<file path="config.mk">
export PLATFORM = sky130hd
export DESIGN_NAME = que_slot_stream_handler_flat
export DESIGN_NICKNAME = d
export VERILOG_FILES = /design/src/rtl/que_slot_stream_handler_pkg.sv /design/src/rtl/que_slot_stream_handler_if.sv /design/src/rtl/que_slot_stream_handler_cycle_timer.sv /design/src/rtl/que_slot_stream_handler.sv /design/src/flat_wrapper.sv
export SDC_FILE = /design/constraint.sdc
export NUM_CORES = 1
export LEC_CHECK = 0
export CAP_MARGIN = 20
export CELL_PAD_IN_SITES_DETAIL_PLACEMENT = 1
export CELL_PAD_IN_SITES_GLOBAL_PLACEMENT = 1
export CORE_ASPECT_RATIO = 0.8
export CORE_UTILIZATION = 42
export DETAILED_ROUTE_END_ITERATION = 6
export DONT_BUFFER_PORTS = 1
export PLACE_DENSITY = 0.75
export SYNTH_ARGS = -nofsm -noshare
export SYNTH_HDL_FRONTEND = slang
export SYNTH_SLANG_ARGS = --single-unit
</file>
<file path="constraint.sdc">
create_clock -name clock -period 2.4 [get_ports clock]
set_clock_uncertainty 0.1 [all_clocks]
set_input_delay 0.48 -clock clock [delete_from_list [all_inputs] [get_ports clock]]
set_output_delay 0.48 -clock clock [all_outputs]
set_load 0.05 [all_outputs]
</file>
<file path="src/rtl/que_slot_stream_handler_pkg.sv">
`default_nettype none
// ============================================================================
//  Module      : que_slot_pkg
//  Description : Shared types and constants for the queue-slot stream handler.
//  Revision    : 1.0 - initial release
// ============================================================================
package que_slot_pkg;

    typedef enum logic [2:0] {
        S_IDLE      = 3'd0,
        S_ADVERTISE = 3'd1,
        S_PUSH      = 3'd2,
        S_HOLD      = 3'd3,
        S_WAIT      = 3'd4
    } state_t;

    // Flag positions above the payload: push_data[DATA_WIDTH + <bit>]
    localparam int FIRST_BIT = 0;
    localparam int LAST_BIT  = 1;

    localparam int TIMEOUT_LIMIT_DEFAULT = 8;

endpackage
`default_nettype wire

</file>
<file path="src/rtl/que_slot_stream_handler_if.sv">
`default_nettype none
// ============================================================================
//  Module      : que_slot_stream_handler_if
//  Description : Slot FIFO / arbiter / downstream signals of the stream handler.
//                Stats outputs present only when QUE_SLOT_STATS_EN is defined.
//  Revision    : 1.0 - initial release
// ============================================================================
interface que_slot_stream_handler_if #(
    parameter int DATA_WIDTH = 8,
    parameter int LEN_WIDTH  = 12
);
    logic                  enable;
    logic [DATA_WIDTH-1:0] data;
    logic                  data_enable;
    logic                  good_packet;
    logic                  bad_packet;
    logic [LEN_WIDTH-1:0]  packet_length;
    logic                  push_data_enable;
    logic                  fifo_reset;
    logic                  ready;
    logic                  push_data_ready;
    logic [DATA_WIDTH+1:0] push_data;
    logic                  push_data_valid;
    logic                  done;
    logic                  timeout_error;
`ifdef QUE_SLOT_STATS_EN
    logic [31:0]           pkt_count;
    logic [31:0]           drop_count;
    logic [31:0]           timeout_count;
`endif

    // master: the handler itself; slave: FIFO, arbiter and downstream side
    modport master (
        input  enable, data, data_enable, good_packet, bad_packet,
               packet_length, push_data_enable,
`ifdef QUE_SLOT_STATS_EN
        output pkt_count, drop_count, timeout_count,
`endif
        output fifo_reset, ready, push_data_ready, push_data,
               push_data_valid, done, timeout_error
    );

    modport slave (
        output enable, data, data_enable, good_packet, bad_packet,
               packet_length, push_data_enable,
`ifdef QUE_SLOT_STATS_EN
        input  pkt_count, drop_count, timeout_count,
`endif
        input  fifo_reset, ready, push_data_ready, push_data,
               push_data_valid, done, timeout_error
    );

endinterface
`default_nettype wire

</file>
<file path="src/rtl/que_slot_stream_handler_cycle_timer.sv">
`default_nettype none
// ============================================================================
//  Module      : cycle_timer
//  Description : Loadable down-counter; expired flags the last counted tick.
//  Revision    : 1.0 - initial release
// ============================================================================
module cycle_timer #(
    parameter int WIDTH = 4
) (
    input  logic             clock,
    input  logic             reset,
    input  logic             load,
    input  logic             tick,
    input  logic [WIDTH-1:0] load_count,
    output logic             expired
);

    logic [WIDTH-1:0] r_count;

    always_ff @(posedge clock) begin
        if (reset) begin
            r_count <= '0;
        end else if (load) begin
            r_count <= load_count;
        end else if (tick && (r_count != '0)) begin
            r_count <= r_count - WIDTH'(1);
        end
    end

    assign expired = tick && (r_count == WIDTH'(1));

endmodule
`default_nettype wire

</file>
<file path="src/rtl/que_slot_stream_handler.sv">
`default_nettype none
// ============================================================================
//  Module      : que_slot_stream_handler
//  Description : Advertises a checked slot packet and drains it on grant with
//                first/last tagging, stall holding and idle timeout.
//                Optional statistics: define QUE_SLOT_STATS_EN.
//  Revision    : 1.0 - initial release
// ============================================================================
module que_slot_stream_handler
    import que_slot_pkg::*;
#(
    parameter int DATA_WIDTH    = 8,
    parameter int LEN_WIDTH     = 12,
    parameter int TIMEOUT_LIMIT = TIMEOUT_LIMIT_DEFAULT
) (
    input  logic clock,
    input  logic reset,
    que_slot_stream_handler_if.master bus
);

    localparam int c_tmr_w  = $clog2(TIMEOUT_LIMIT + 1);
    localparam int c_word_w = DATA_WIDTH + 2;

    state_t                r_state, w_state_nx;
    logic [LEN_WIDTH-1:0]  r_rd_left, w_rd_left_nx;
    logic [LEN_WIDTH-1:0]  r_wr_left, w_wr_left_nx;
    logic                  r_first, w_first_nx;
    logic [DATA_WIDTH-1:0] r_hold0, w_hold0_nx;
    logic [DATA_WIDTH-1:0] r_hold1, w_hold1_nx;
    logic [1:0]            r_hold_cnt, w_hold_cnt_nx;

    logic                  r_fifo_reset, w_fifo_reset_nx;
    logic                  r_ready, w_ready_nx;
    logic                  r_pdr, w_pdr_nx;
    logic [c_word_w-1:0]   r_push_data, w_push_data_nx;
    logic                  r_pdv, w_pdv_nx;
    logic                  r_done, w_done_nx;
    logic                  r_timeout, w_timeout_nx;

    logic                  w_tmr_load, w_tmr_tick, w_tmr_expired;
    logic                  w_emit;
    logic [DATA_WIDTH-1:0] w_emit_data;
    logic                  w_last, w_rd_more, w_can_rd;

    assign w_last     = (r_wr_left == LEN_WIDTH'(1));
    assign w_rd_more  = (r_rd_left != '0);
    assign w_can_rd   = bus.enable && bus.push_data_enable && w_rd_more;
    assign w_tmr_tick = (r_state == S_PUSH) && !bus.data_enable && bus.push_data_enable;

    cycle_timer #(
        .WIDTH (c_tmr_w)
    ) u_timeout (
        .clock      (clock),
        .reset      (reset),
        .load       (w_tmr_load),
        .tick       (w_tmr_tick),
        .load_count (c_tmr_w'(TIMEOUT_LIMIT)),
        .expired    (w_tmr_expired)
    );

    always_comb begin
        w_state_nx      = r_state;
        w_rd_left_nx    = r_rd_left;
        w_wr_left_nx    = r_wr_left;
        w_first_nx      = r_first;
        w_hold0_nx      = r_hold0;
        w_hold1_nx      = r_hold1;
        w_hold_cnt_nx   = r_hold_cnt;
        w_fifo_reset_nx = 1'b0;
        w_ready_nx      = 1'b0;
        w_pdr_nx        = 1'b0;
        w_push_data_nx  = r_push_data;
        w_pdv_nx        = 1'b0;
        w_done_nx       = 1'b0;
        w_timeout_nx    = 1'b0;
        w_tmr_load      = 1'b0;
        w_emit          = 1'b0;
        w_emit_data     = '0;

        case (r_state)
            S_IDLE: begin
                if (bus.bad_packet || (bus.good_packet && (bus.packet_length == '0))) begin
                    w_fifo_reset_nx = 1'b1;
                end else if (bus.good_packet) begin
                    w_rd_left_nx = bus.packet_length;
                    w_wr_left_nx = bus.packet_length;
                    w_first_nx   = 1'b1;
                    w_ready_nx   = 1'b1;
                    w_state_nx   = S_ADVERTISE;
                end
            end
            S_ADVERTISE: begin
                w_ready_nx = 1'b1;
                if (bus.enable && bus.push_data_enable) begin
                    w_ready_nx = 1'b0;
                    w_pdr_nx   = 1'b1;
                    w_tmr_load = 1'b1;
                    w_state_nx = S_PUSH;
                end
            end
            S_PUSH: begin
                if (bus.data_enable) begin
                    w_tmr_load = 1'b1;
                    if (bus.push_data_enable) begin
                        w_emit      = 1'b1;
                        w_emit_data = bus.data;
                        w_pdr_nx    = w_can_rd;
                    end else begin
                        w_hold0_nx    = bus.data;
                        w_hold_cnt_nx = 2'd1;
                        w_state_nx    = S_HOLD;
                    end
                end else if (!bus.push_data_enable) begin
                    w_state_nx = S_WAIT;
                end else if (w_tmr_expired) begin
                    w_timeout_nx    = 1'b1;
                    w_fifo_reset_nx = 1'b1;
                    w_state_nx      = S_IDLE;
                end else begin
                    w_pdr_nx = w_can_rd;
                end
            end
            S_HOLD: begin
                // A request issued just before the stall can land here, so
                // the hold stage keeps up to two words in arrival order.
                if (bus.push_data_enable) begin
                    w_emit      = 1'b1;
                    w_emit_data = r_hold0;
                    if (r_hold_cnt == 2'd2) begin
                        w_hold0_nx = r_hold1;
                        if (bus.data_enable) begin
                            w_hold1_nx = bus.data;
                        end else begin
                            w_hold_cnt_nx = 2'd1;
                        end
                    end else if (bus.data_enable) begin
                        w_hold0_nx = bus.data;
                    end else begin
                        w_hold_cnt_nx = 2'd0;
                        w_state_nx    = S_PUSH;
                        w_pdr_nx      = w_can_rd;
                    end
                end else if (bus.data_enable && (r_hold_cnt == 2'd1)) begin
                    w_hold1_nx    = bus.data;
                    w_hold_cnt_nx = 2'd2;
                end
            end
            S_WAIT: begin
                if (bus.data_enable) begin
                    w_hold0_nx    = bus.data;
                    w_hold_cnt_nx = 2'd1;
                    w_state_nx    = S_HOLD;
                end else if (bus.push_data_enable && bus.enable) begin
                    w_tmr_load = 1'b1;
                    w_pdr_nx   = w_rd_more;
                    w_state_nx = S_PUSH;
                end
            end
            default: begin
                w_state_nx = S_IDLE;
            end
        endcase

        if (w_emit) begin
            w_push_data_nx                         = '0;
            w_push_data_nx[DATA_WIDTH-1:0]         = w_emit_data;
            w_push_data_nx[DATA_WIDTH + LAST_BIT]  = w_last;
            w_push_data_nx[DATA_WIDTH + FIRST_BIT] = r_first;
            w_pdv_nx     = 1'b1;
            w_wr_left_nx = r_wr_left - LEN_WIDTH'(1);
            w_first_nx   = 1'b0;
            if (w_last) begin
                w_done_nx     = 1'b1;
                w_pdr_nx      = 1'b0;
                w_hold_cnt_nx = 2'd0;
                w_state_nx    = S_IDLE;
            end
        end

        if (w_pdr_nx) begin
            w_rd_left_nx = r_rd_left - LEN_WIDTH'(1);
        end
    end

    always_ff @(posedge clock) begin
        if (reset) begin
            r_state      <= S_IDLE;
            r_rd_left    <= '0;
            r_wr_left    <= '0;
            r_first      <= 1'b0;
            r_hold0      <= '0;
            r_hold1      <= '0;
            r_hold_cnt   <= 2'd0;
            r_fifo_reset <= 1'b1;
            r_ready      <= 1'b0;
            r_pdr        <= 1'b0;
            r_push_data  <= '0;
            r_pdv        <= 1'b0;
            r_done       <= 1'b0;
            r_timeout    <= 1'b0;
        end else begin
            r_state      <= w_state_nx;
            r_rd_left    <= w_rd_left_nx;
            r_wr_left    <= w_wr_left_nx;
            r_first      <= w_first_nx;
            r_hold0      <= w_hold0_nx;
            r_hold1      <= w_hold1_nx;
            r_hold_cnt   <= w_hold_cnt_nx;
            r_fifo_reset <= w_fifo_reset_nx;
            r_ready      <= w_ready_nx;
            r_pdr        <= w_pdr_nx;
            r_push_data  <= w_push_data_nx;
            r_pdv        <= w_pdv_nx;
            r_done       <= w_done_nx;
            r_timeout    <= w_timeout_nx;
        end
    end

    assign bus.fifo_reset      = r_fifo_reset;
    assign bus.ready           = r_ready;
    assign bus.push_data_ready = r_pdr;
    assign bus.push_data       = r_push_data;
    assign bus.push_data_valid = r_pdv;
    assign bus.done            = r_done;
    assign bus.timeout_error   = r_timeout;

`ifdef QUE_SLOT_STATS_EN
    logic        w_idle_drop;
    logic [31:0] r_pkt_count, r_drop_count, r_timeout_count;

    // Only flushes raised from idle count as drops; timeouts have their own counter
    assign w_idle_drop = (r_state == S_IDLE) && w_fifo_reset_nx;

    always_ff @(posedge clock) begin
        if (reset) begin
            r_pkt_count     <= '0;
            r_drop_count    <= '0;
            r_timeout_count <= '0;
        end else begin
            if (w_done_nx && (r_pkt_count != '1)) begin
                r_pkt_count <= r_pkt_count + 32'd1;
            end
            if (w_idle_drop && (r_drop_count != '1)) begin
                r_drop_count <= r_drop_count + 32'd1;
            end
            if (w_timeout_nx && (r_timeout_count != '1)) begin
                r_timeout_count <= r_timeout_count + 32'd1;
            end
        end
    end

    assign bus.pkt_count     = r_pkt_count;
    assign bus.drop_count    = r_drop_count;
    assign bus.timeout_count = r_timeout_count;
`endif

endmodule
`default_nettype wire
</file>
<file path="src/flat_wrapper.sv">
// flat-port wrapper written by rule: the top's interface ports become plain ports
module que_slot_stream_handler_flat import que_slot_pkg::*;
#(
    parameter int DATA_WIDTH    = 8,
    parameter int LEN_WIDTH     = 12,
    parameter int TIMEOUT_LIMIT = TIMEOUT_LIMIT_DEFAULT
)
  (clock, reset, bus_enable, bus_data, bus_data_enable, bus_good_packet, bus_bad_packet, bus_packet_length, bus_push_data_enable, bus_fifo_reset, bus_ready, bus_push_data_ready, bus_push_data, bus_push_data_valid, bus_done, bus_timeout_error);
  que_slot_stream_handler_if #(.DATA_WIDTH(DATA_WIDTH), .LEN_WIDTH(LEN_WIDTH)) bus_i ();
  input  logic clock;
  input  logic reset;
  input wire logic [$bits(bus_i.enable)-1:0] bus_enable;
  input wire logic [$bits(bus_i.data)-1:0] bus_data;
  input wire logic [$bits(bus_i.data_enable)-1:0] bus_data_enable;
  input wire logic [$bits(bus_i.good_packet)-1:0] bus_good_packet;
  input wire logic [$bits(bus_i.bad_packet)-1:0] bus_bad_packet;
  input wire logic [$bits(bus_i.packet_length)-1:0] bus_packet_length;
  input wire logic [$bits(bus_i.push_data_enable)-1:0] bus_push_data_enable;
  output wire logic [$bits(bus_i.fifo_reset)-1:0] bus_fifo_reset;
  output wire logic [$bits(bus_i.ready)-1:0] bus_ready;
  output wire logic [$bits(bus_i.push_data_ready)-1:0] bus_push_data_ready;
  output wire logic [$bits(bus_i.push_data)-1:0] bus_push_data;
  output wire logic [$bits(bus_i.push_data_valid)-1:0] bus_push_data_valid;
  output wire logic [$bits(bus_i.done)-1:0] bus_done;
  output wire logic [$bits(bus_i.timeout_error)-1:0] bus_timeout_error;
  assign bus_i.enable = bus_enable;
  assign bus_i.data = bus_data;
  assign bus_i.data_enable = bus_data_enable;
  assign bus_i.good_packet = bus_good_packet;
  assign bus_i.bad_packet = bus_bad_packet;
  assign bus_i.packet_length = bus_packet_length;
  assign bus_i.push_data_enable = bus_push_data_enable;
  assign bus_fifo_reset = bus_i.fifo_reset;
  assign bus_ready = bus_i.ready;
  assign bus_push_data_ready = bus_i.push_data_ready;
  assign bus_push_data = bus_i.push_data;
  assign bus_push_data_valid = bus_i.push_data_valid;
  assign bus_done = bus_i.done;
  assign bus_timeout_error = bus_i.timeout_error;
  que_slot_stream_handler #(.DATA_WIDTH(DATA_WIDTH), .LEN_WIDTH(LEN_WIDTH), .TIMEOUT_LIMIT(TIMEOUT_LIMIT)) u_core (.clock(clock), .reset(reset), .bus(bus_i));
endmodule
</file>
Word-level counts from Yosys, hierarchy flattened
Cells that the tools add are included.
W data, S select, Z words.
{"block": "totals", "regBits": 66, "input_bits": 27, "wordCells": 143, "output_inout_bits": 16}
{"block": "classes", "reduce_logical": 30, "bitwise": 3, "mux": 76, "n_eq_ne": 15, "addsub": 3}
{"cell": "$mux W8", "count": 12}
{"cell": "$mux W12", "count": 5}
{"cell": "$mux W3", "count": 13}
{"cell": "$mux W1", "count": 25}
{"cell": "$pmux W8 S3", "count": 1}
{"cell": "$sub A12 B1 Y12 const B", "count": 2}
{"cell": "$mux W2", "count": 10}
{"cell": "$pmux W8 S2", "count": 1}
{"cell": "$pmux W3 S5", "count": 1}
{"cell": "$eq A12 B1 Y1 const B", "count": 1}
{"cell": "$logic_not A12 Y1", "count": 1}
{"cell": "$reduce_bool A12 Y1", "count": 1}
{"cell": "$reduce_bool A2 Y1", "count": 6}
{"cell": "$reduce_and A3 Y1", "count": 3}
{"cell": "$logic_and A1 B1 Y1", "count": 8}
{"cell": "$mux W4", "count": 2}
{"cell": "$ne A2 B2 Y1 const B", "count": 4}
{"cell": "$reduce_and A4 Y1", "count": 2}
{"cell": "$reduce_or A2 Y1", "count": 4}
{"cell": "$eq A3 B2 Y1 const B", "count": 2}
{"cell": "$ne A2 B1 Y1 const B", "count": 3}
{"cell": "$pmux W1 S2", "count": 3}
{"cell": "$pmux W2 S3", "count": 1}
{"cell": "$eq A4 B1 Y1 const B", "count": 1}
{"cell": "other kinds (13)", "count": 15}

Logic depth before layout (Yosys ltp)
{"block": "depth", "ltp_word": 12, "ltp_mapped": 9, "ltp_nobuf": 8}

Hierarchy
From an unflattened synthesis, not the netlist that was laid out.
{"block": "unflattened", "hier_cells": 400, "area_unflattened_um2": 3374.5}
{"mod": "que_slot_stream_handler", "n_inst": 1, "seq_area_each_um2": 1241.2, "area_per_inst_um2": 3110.5, "cells_per_inst": 370}
{"mod": "cycle_timer", "n_inst": 1, "seq_area_each_um2": 80.1, "area_per_inst_um2": 264.0, "cells_per_inst": 30}

Worst setup path after synthesis
OpenSTA, ideal clock, no wires.
{"block": "synth_path", "path_type": "reg-to-reg", "startpoint": "reg u_core.r_rd_left[0]", "endpoint": "reg u_core.r_rd_left[3]", "path_stages_with_launch": 10, "synth_period_minus_slack_ns": 2.392, "n_path_buf": 1, "slack_ns": 0.008, "required_ns": 2.178, "setup_time_ns": 0.122, "arrival_ns": 2.170, "cell_sequence": "dfxtp_1 -> inv_1 -> ha_1 -> or4b_1 -> nor2_1 -> a211o_1 -> or3_1 -> buf_2 -> nor4_1 -> a311o_1"}
{"block": "synth_between", "elab_chain_cells": 10, "word_cells_on_any_way": 20, "cone_classes": "1 x add/sub; 1 x eq/ne; 13 x mux; 5 x reduce/logical"}
{"element": "from (decl)", "line_no": "que_slot_stream_handler.sv:25", "source": "logic [LEN_WIDTH-1:0] r_rd_left, w_rd_left_nx;"}
{"element": "from (signal assigned)", "line_no": "que_slot_stream_handler.sv:203", "source": "r_rd_left <= w_rd_left_nx;"}
{"element": "$reduce_bool A12 Y1", "line_no": "que_slot_stream_handler.sv:46", "source": "assign w_rd_more = (r_rd_left != '0);"}
{"element": "$logic_and A1 B1 Y1", "line_no": "que_slot_stream_handler.sv:47", "source": "assign w_can_rd = bus.enable && bus.push_data_enable && w_rd_more;"}
{"element": "$mux W1, on equally long branches", "line_no": "que_slot_stream_handler.sv:136, que_slot_stream_handler.sv:115"}
{"element": "$mux W1, on equally long branches", "line_no": "que_slot_stream_handler.sv:129, que_slot_stream_handler.sv:113"}
{"element": "$mux W1, on equally long branches", "line_no": "que_slot_stream_handler.sv:126, que_slot_stream_handler.sv:102"}
{"element": "$pmux W1 S4", "line_no": "que_slot_stream_handler.sv:80", "source": "case (r_state)"}
{"element": "$mux W1", "line_no": "que_slot_stream_handler.sv:172", "source": "if (w_last) begin"}
{"element": "$mux W1", "line_no": "que_slot_stream_handler.sv:164", "source": "if (w_emit) begin"}
{"element": "$ne A2 B1 Y1 (no line) or $reduce_bool A2 Y1 (tied branches)"}
{"element": "$reduce_and A3 Y1 (no line)"}
Several ways; a longest one is shown, not always the timed one.
A chain may end at the register's enable or synchronous reset.

Worst setup path after layout
{"block": "layout_path", "startpoint": "reg u_core.r_state[0]", "endpoint": "reg u_core.r_rd_left[2]"}
{"block": "layout_between", "elab_chain_cells": 12, "word_cells_on_any_way": 20, "cone_classes": "5 x eq/ne; 8 x mux; 7 x reduce/logical"}
{"element": "from (decl)", "line_no": "que_slot_stream_handler.sv:24", "source": "state_t r_state, w_state_nx;"}
{"element": "from (signal assigned)", "line_no": "que_slot_stream_handler.sv:202", "source": "r_state <= w_state_nx;"}
{"element": "$eq A3 B2 Y1", "line_no": "que_slot_stream_handler.sv:48, que_slot_stream_handler.sv:80"}
{"element": "$logic_and A1 B1 Y1 (2 in series)", "line_no": "que_slot_stream_handler.sv:48", "source": "assign w_tmr_tick = (r_state == S_PUSH) && !bus.data_enable && bus.push_data_enable;"}
{"element": "$logic_and A1 B1 Y1", "line_no": "que_slot_stream_handler_cycle_timer.sv:30", "source": "assign expired = tick && (r_count == WIDTH'(1));"}
{"element": "$mux W1", "line_no": "que_slot_stream_handler.sv:115", "source": "end else if (w_tmr_expired) begin"}
{"element": "$mux W1", "line_no": "que_slot_stream_handler.sv:113", "source": "end else if (!bus.push_data_enable) begin"}
{"element": "$mux W1", "line_no": "que_slot_stream_handler.sv:102", "source": "if (bus.data_enable) begin"}
{"element": "$pmux W1 S4", "line_no": "que_slot_stream_handler.sv:80"}
{"element": "$mux W1", "line_no": "que_slot_stream_handler.sv:172"}
{"element": "$mux W1", "line_no": "que_slot_stream_handler.sv:164"}
{"element": "$ne A2 B1 Y1 (no line) or $reduce_bool A2 Y1 (tied branches)"}
{"element": "$reduce_and A3 Y1 (no line)"}
Several ways; a longest one is shown, not always the timed one.

==> qor.csv <==
metric,value,unit
drtIter0Drc,230,
synth_nets,422,
ant_nets,0,
violations,negative setup slack,
holdPathStages,1,
cp-startpoint,u_core.r_state[0],
layout-drive-gt1-share,0.244,
grt_pass1_vias,3272,
crit_required,2570,ps
synth_flop_cell,dfxtp_1,
cts_sinks,66,
worst_slack,-59.2,ps
die_y,80.8,µm
ys_async_sr_fraction,0,
hold_viol,0,
tightest_slew,774,ps
start_util,0.436,
io_buffer_count,0,
grt.total_usage,0.270,
vias,3276,
place.gp.congestion,0.858,
grt_pass1_wl,16700,µm
gr-usage-met3,0.0731,
powerDensity,624,nW/µm²
gr-usage-met1,0.359,
core,7460,µm²
clock_tree.root_cell,clkbuf_8,
slew_viol_final,0,
insertedDiodeCount,0,
grt_max_degree,69,
timing.rr.start,u_core.r_state[0],
wirelength,10800,µm
ir_drop,0.000262,V
slowest_stage,or4_4,
clkLatencyLatePin,350,ps
syn_inst,390,
crit_arrival,2630,ps
route.detailed.drc,0,
design_area,4050,µm²
die_area,8110,µm²
cts_made_buffers,9,
dpl-instance-area,3630,µm²
antenna_found_initial,0,
crit_family,simple AND/OR/NAND/NOR gates,
rsz0062_at_grt,yes,
r2r_slack,-60,ps
cts.path.max_buffers,2,
total_power,2.53,mW
cts.clk_slew.worst_paths,80,ps
synth_edf_count,0,
dp_hpwl,7150,µm
worstSetupStartpointType,register,
path_cells,or3b_4 -> a21boi_1 -> o22a_2 -> or3_4 -> buf_6 -> or4_4 -> o211ai_1,
slowest_delay,440,ps
rr_endpoint,u_core.r_rd_left[2],
status,"finished, violations left",
ys_warn_count,0,
nets,466,
relSlewSlack,0.484,
pre_cts_ws,-105,ps
cts_tree,yes,
die_x,100,µm
fin_crit_sh,1.02,
first_pass_iters,5,
via_per_inst,6.03,
area_growth,24.4,%
min_path_type,primary input to register,
worst-path-buf-inv,1,
worstSetupPathType,register to register,
grt_remaining_overflow,0,
endpoint_kind,register,
io_pins,43,
wl_per_cell,19.9,µm
finalSetupViolations,2,
hp-start,reset,
cts_hold_buf,0,
drv_cap,0,
synth_seq_cells,66,
post-route-util,0.543,
top_usage_layer,met2,
critPathMaxFanout,7,
core.rowCount,28,
synth_cell_types,61,
max_freq,407,MHz
hold_end,u_core.r_wr_left[9],
worstRegToRegCells,7,
grtUsageMet2,0.433,
htreeDepth,3,
synth_area,3260,µm²
synth_area_per_cell,8.35,µm²
leakage,1.54,nW
seq_area_frac_synth,0.406,
period_needed,2460,ps
[routing by layer]
| metal | up-vias | routed length [µm] |
|---|---|---|
| li1 | 1536 | - |
| met1 | 1628 | 5020 |
| met2 | 102 | 5040 |
| met3 | 10 | 590 |
| met4 | 0 | 150 |
| met5 | - | 0 |
[metrics by stage]
| step | std cells | TNS (ps) | hold slack (ps) |
|---|---|---|---|
| 4_1_cts | 539 | -106 | 87.1 |
| 5_1_grt | 543 | -409 | 72.4 |
| 3_3_place_gp | 520 | -55.2 | 339 |
| 3_5_place_dp | 520 | -354 | 350 |
| 2_1_floorplan | 390 | 0 | 332 |
| 6_report | 543 | -66.1 | 95.9 |
[registers in the layout (all words and copies together), names as in the netlist, 2 cells and up]
register                  cells
u_core.r_hold0                8
u_core.r_hold_cnt             2
u_core.u_timeout.r_count      4
u_core.r_hold1                8
u_core.r_rd_left             12
u_core.r_state                3
u_core.r_wr_left             12
u_core.bus.push_data         10
[placed cells by master (no fill, tap or decap), types with 6 or more instances in the layout]
cell      synthesis  routed
dfxtp_1          66      60
a222oi_1          8       8
o21ai_0           7       6
or4_1            10       7
nor2_1           56      54
nor3_1           13      11
clkbuf_8          0      11
nor2b_1           7       6
a31oi_1           7       7
nand2_1          34      33
buf_4             1      47
a22o_1            8       8
a21oi_1          26      25
mux2i_1           9       9
a22oi_1          10      10
inv_1            11       9
nor4_1            8       8
nand3_1           9       9
[synth_stat cells (2+ instances only)]
| cell type | count | area (µm²) |
|---|---|---|
| dfxtp_1 | 66 | 1320 |
| nor2_1 | 56 | 210 |
| nand2_1 | 34 | 128 |
| a21oi_1 | 26 | 130 |
| clkbuf_1 | 14 | 52.6 |
| nor3_1 | 13 | 65.1 |
| inv_1 | 11 | 41.3 |
| a22oi_1 | 10 | 75.1 |
| or4_1 | 10 | 75.1 |
| mux2i_1 | 9 | 90.1 |
| nand3_1 | 9 | 45.0 |
| a222oi_1 | 8 | 80.1 |
| a22o_1 | 8 | 70.1 |
| nor4_1 | 8 | 50.1 |
| a31oi_1 | 7 | 43.8 |
| nor2b_1 | 7 | 43.8 |
| o21ai_0 | 7 | 35.0 |
| a211oi_1 | 6 | 45.0 |
| or3_1 | 6 | 37.5 |
| ha_1 | 5 | 62.6 |
| a211o_1 | 4 | 35.0 |
| nand2b_1 | 4 | 25.0 |
| xor2_1 | 4 | 35.0 |
| and3_1 | 3 | 18.8 |
| nor3b_1 | 3 | 22.5 |
| o22ai_1 | 3 | 18.8 |
| or2_2 | 3 | 18.8 |
| a2bb2oi_1 | 2 | 17.5 |
| a311oi_1 | 2 | 17.5 |
| a32oi_1 | 2 | 17.5 |
| and2_1 | 2 | 12.5 |
| buf_2 | 2 | 10.0 |
| mux2_2 | 2 | 22.5 |
| nand3b_1 | 2 | 15.0 |
| nor3_2 | 2 | 20.0 |
| o211ai_1 | 2 | 15.0 |
| o21ai_1 | 2 | 10.0 |
| o311ai_1 | 2 | 17.5 |
| or4b_1 | 2 | 20.0 |
[worst max-delay path by stage]
stage,to,depth (start not counted)
2_1_floorplan,u_core.r_rd_left[3],9
3_3_place_gp,u_core.r_rd_left[2],9
3_5_place_dp,u_core.r_rd_left[2],9
4_1_cts,u_core.r_rd_left[2],7
5_1_grt,u_core.r_rd_left[2],8
6_report,u_core.r_rd_left[2],7
[power breakdown]
group | internal [mW] | switching [mW] | total (mW)
logic | 0.177 | 0.193 | 0.371
registers | 1.13 | 0.0503 | 1.18
clock network | 0.531 | 0.444 | 0.975
[cell families (layout without fill, tap and decap cells)]
kind of cell               Yosys count  in the layout  share of synthesized area
DFF                                 66             66                      0.406
adders and majority gates            5              5                     0.0192
AOI/OAI and AO/OA                  103            103                      0.224
muxes                               11             11                     0.0346
xor gates and xnor gates             5              5                     0.0134
and+or+nand+nor                    170            170                      0.264
buffers and inverters               30             78                     0.0388
[timing repair]
item,4_1_cts,5_1_grt
endpoints found under the setup margin,8,16
buffers inserted,4,5
resized for setup,17,29
pin swaps,4,12
[layout make-up]
class                           instances  area [µm²]
Fill cell                             873        3410
Multi-Input combinational cell        294        1930
Sequential cell                        66        1330
Timing Repair Buffer                   52         409
Clock buffer                           11         151
Tap cell                              105         131
Clock inverter                          4        51.3
Inverter                               11        41.3
(Power assumes the default switching activity.)
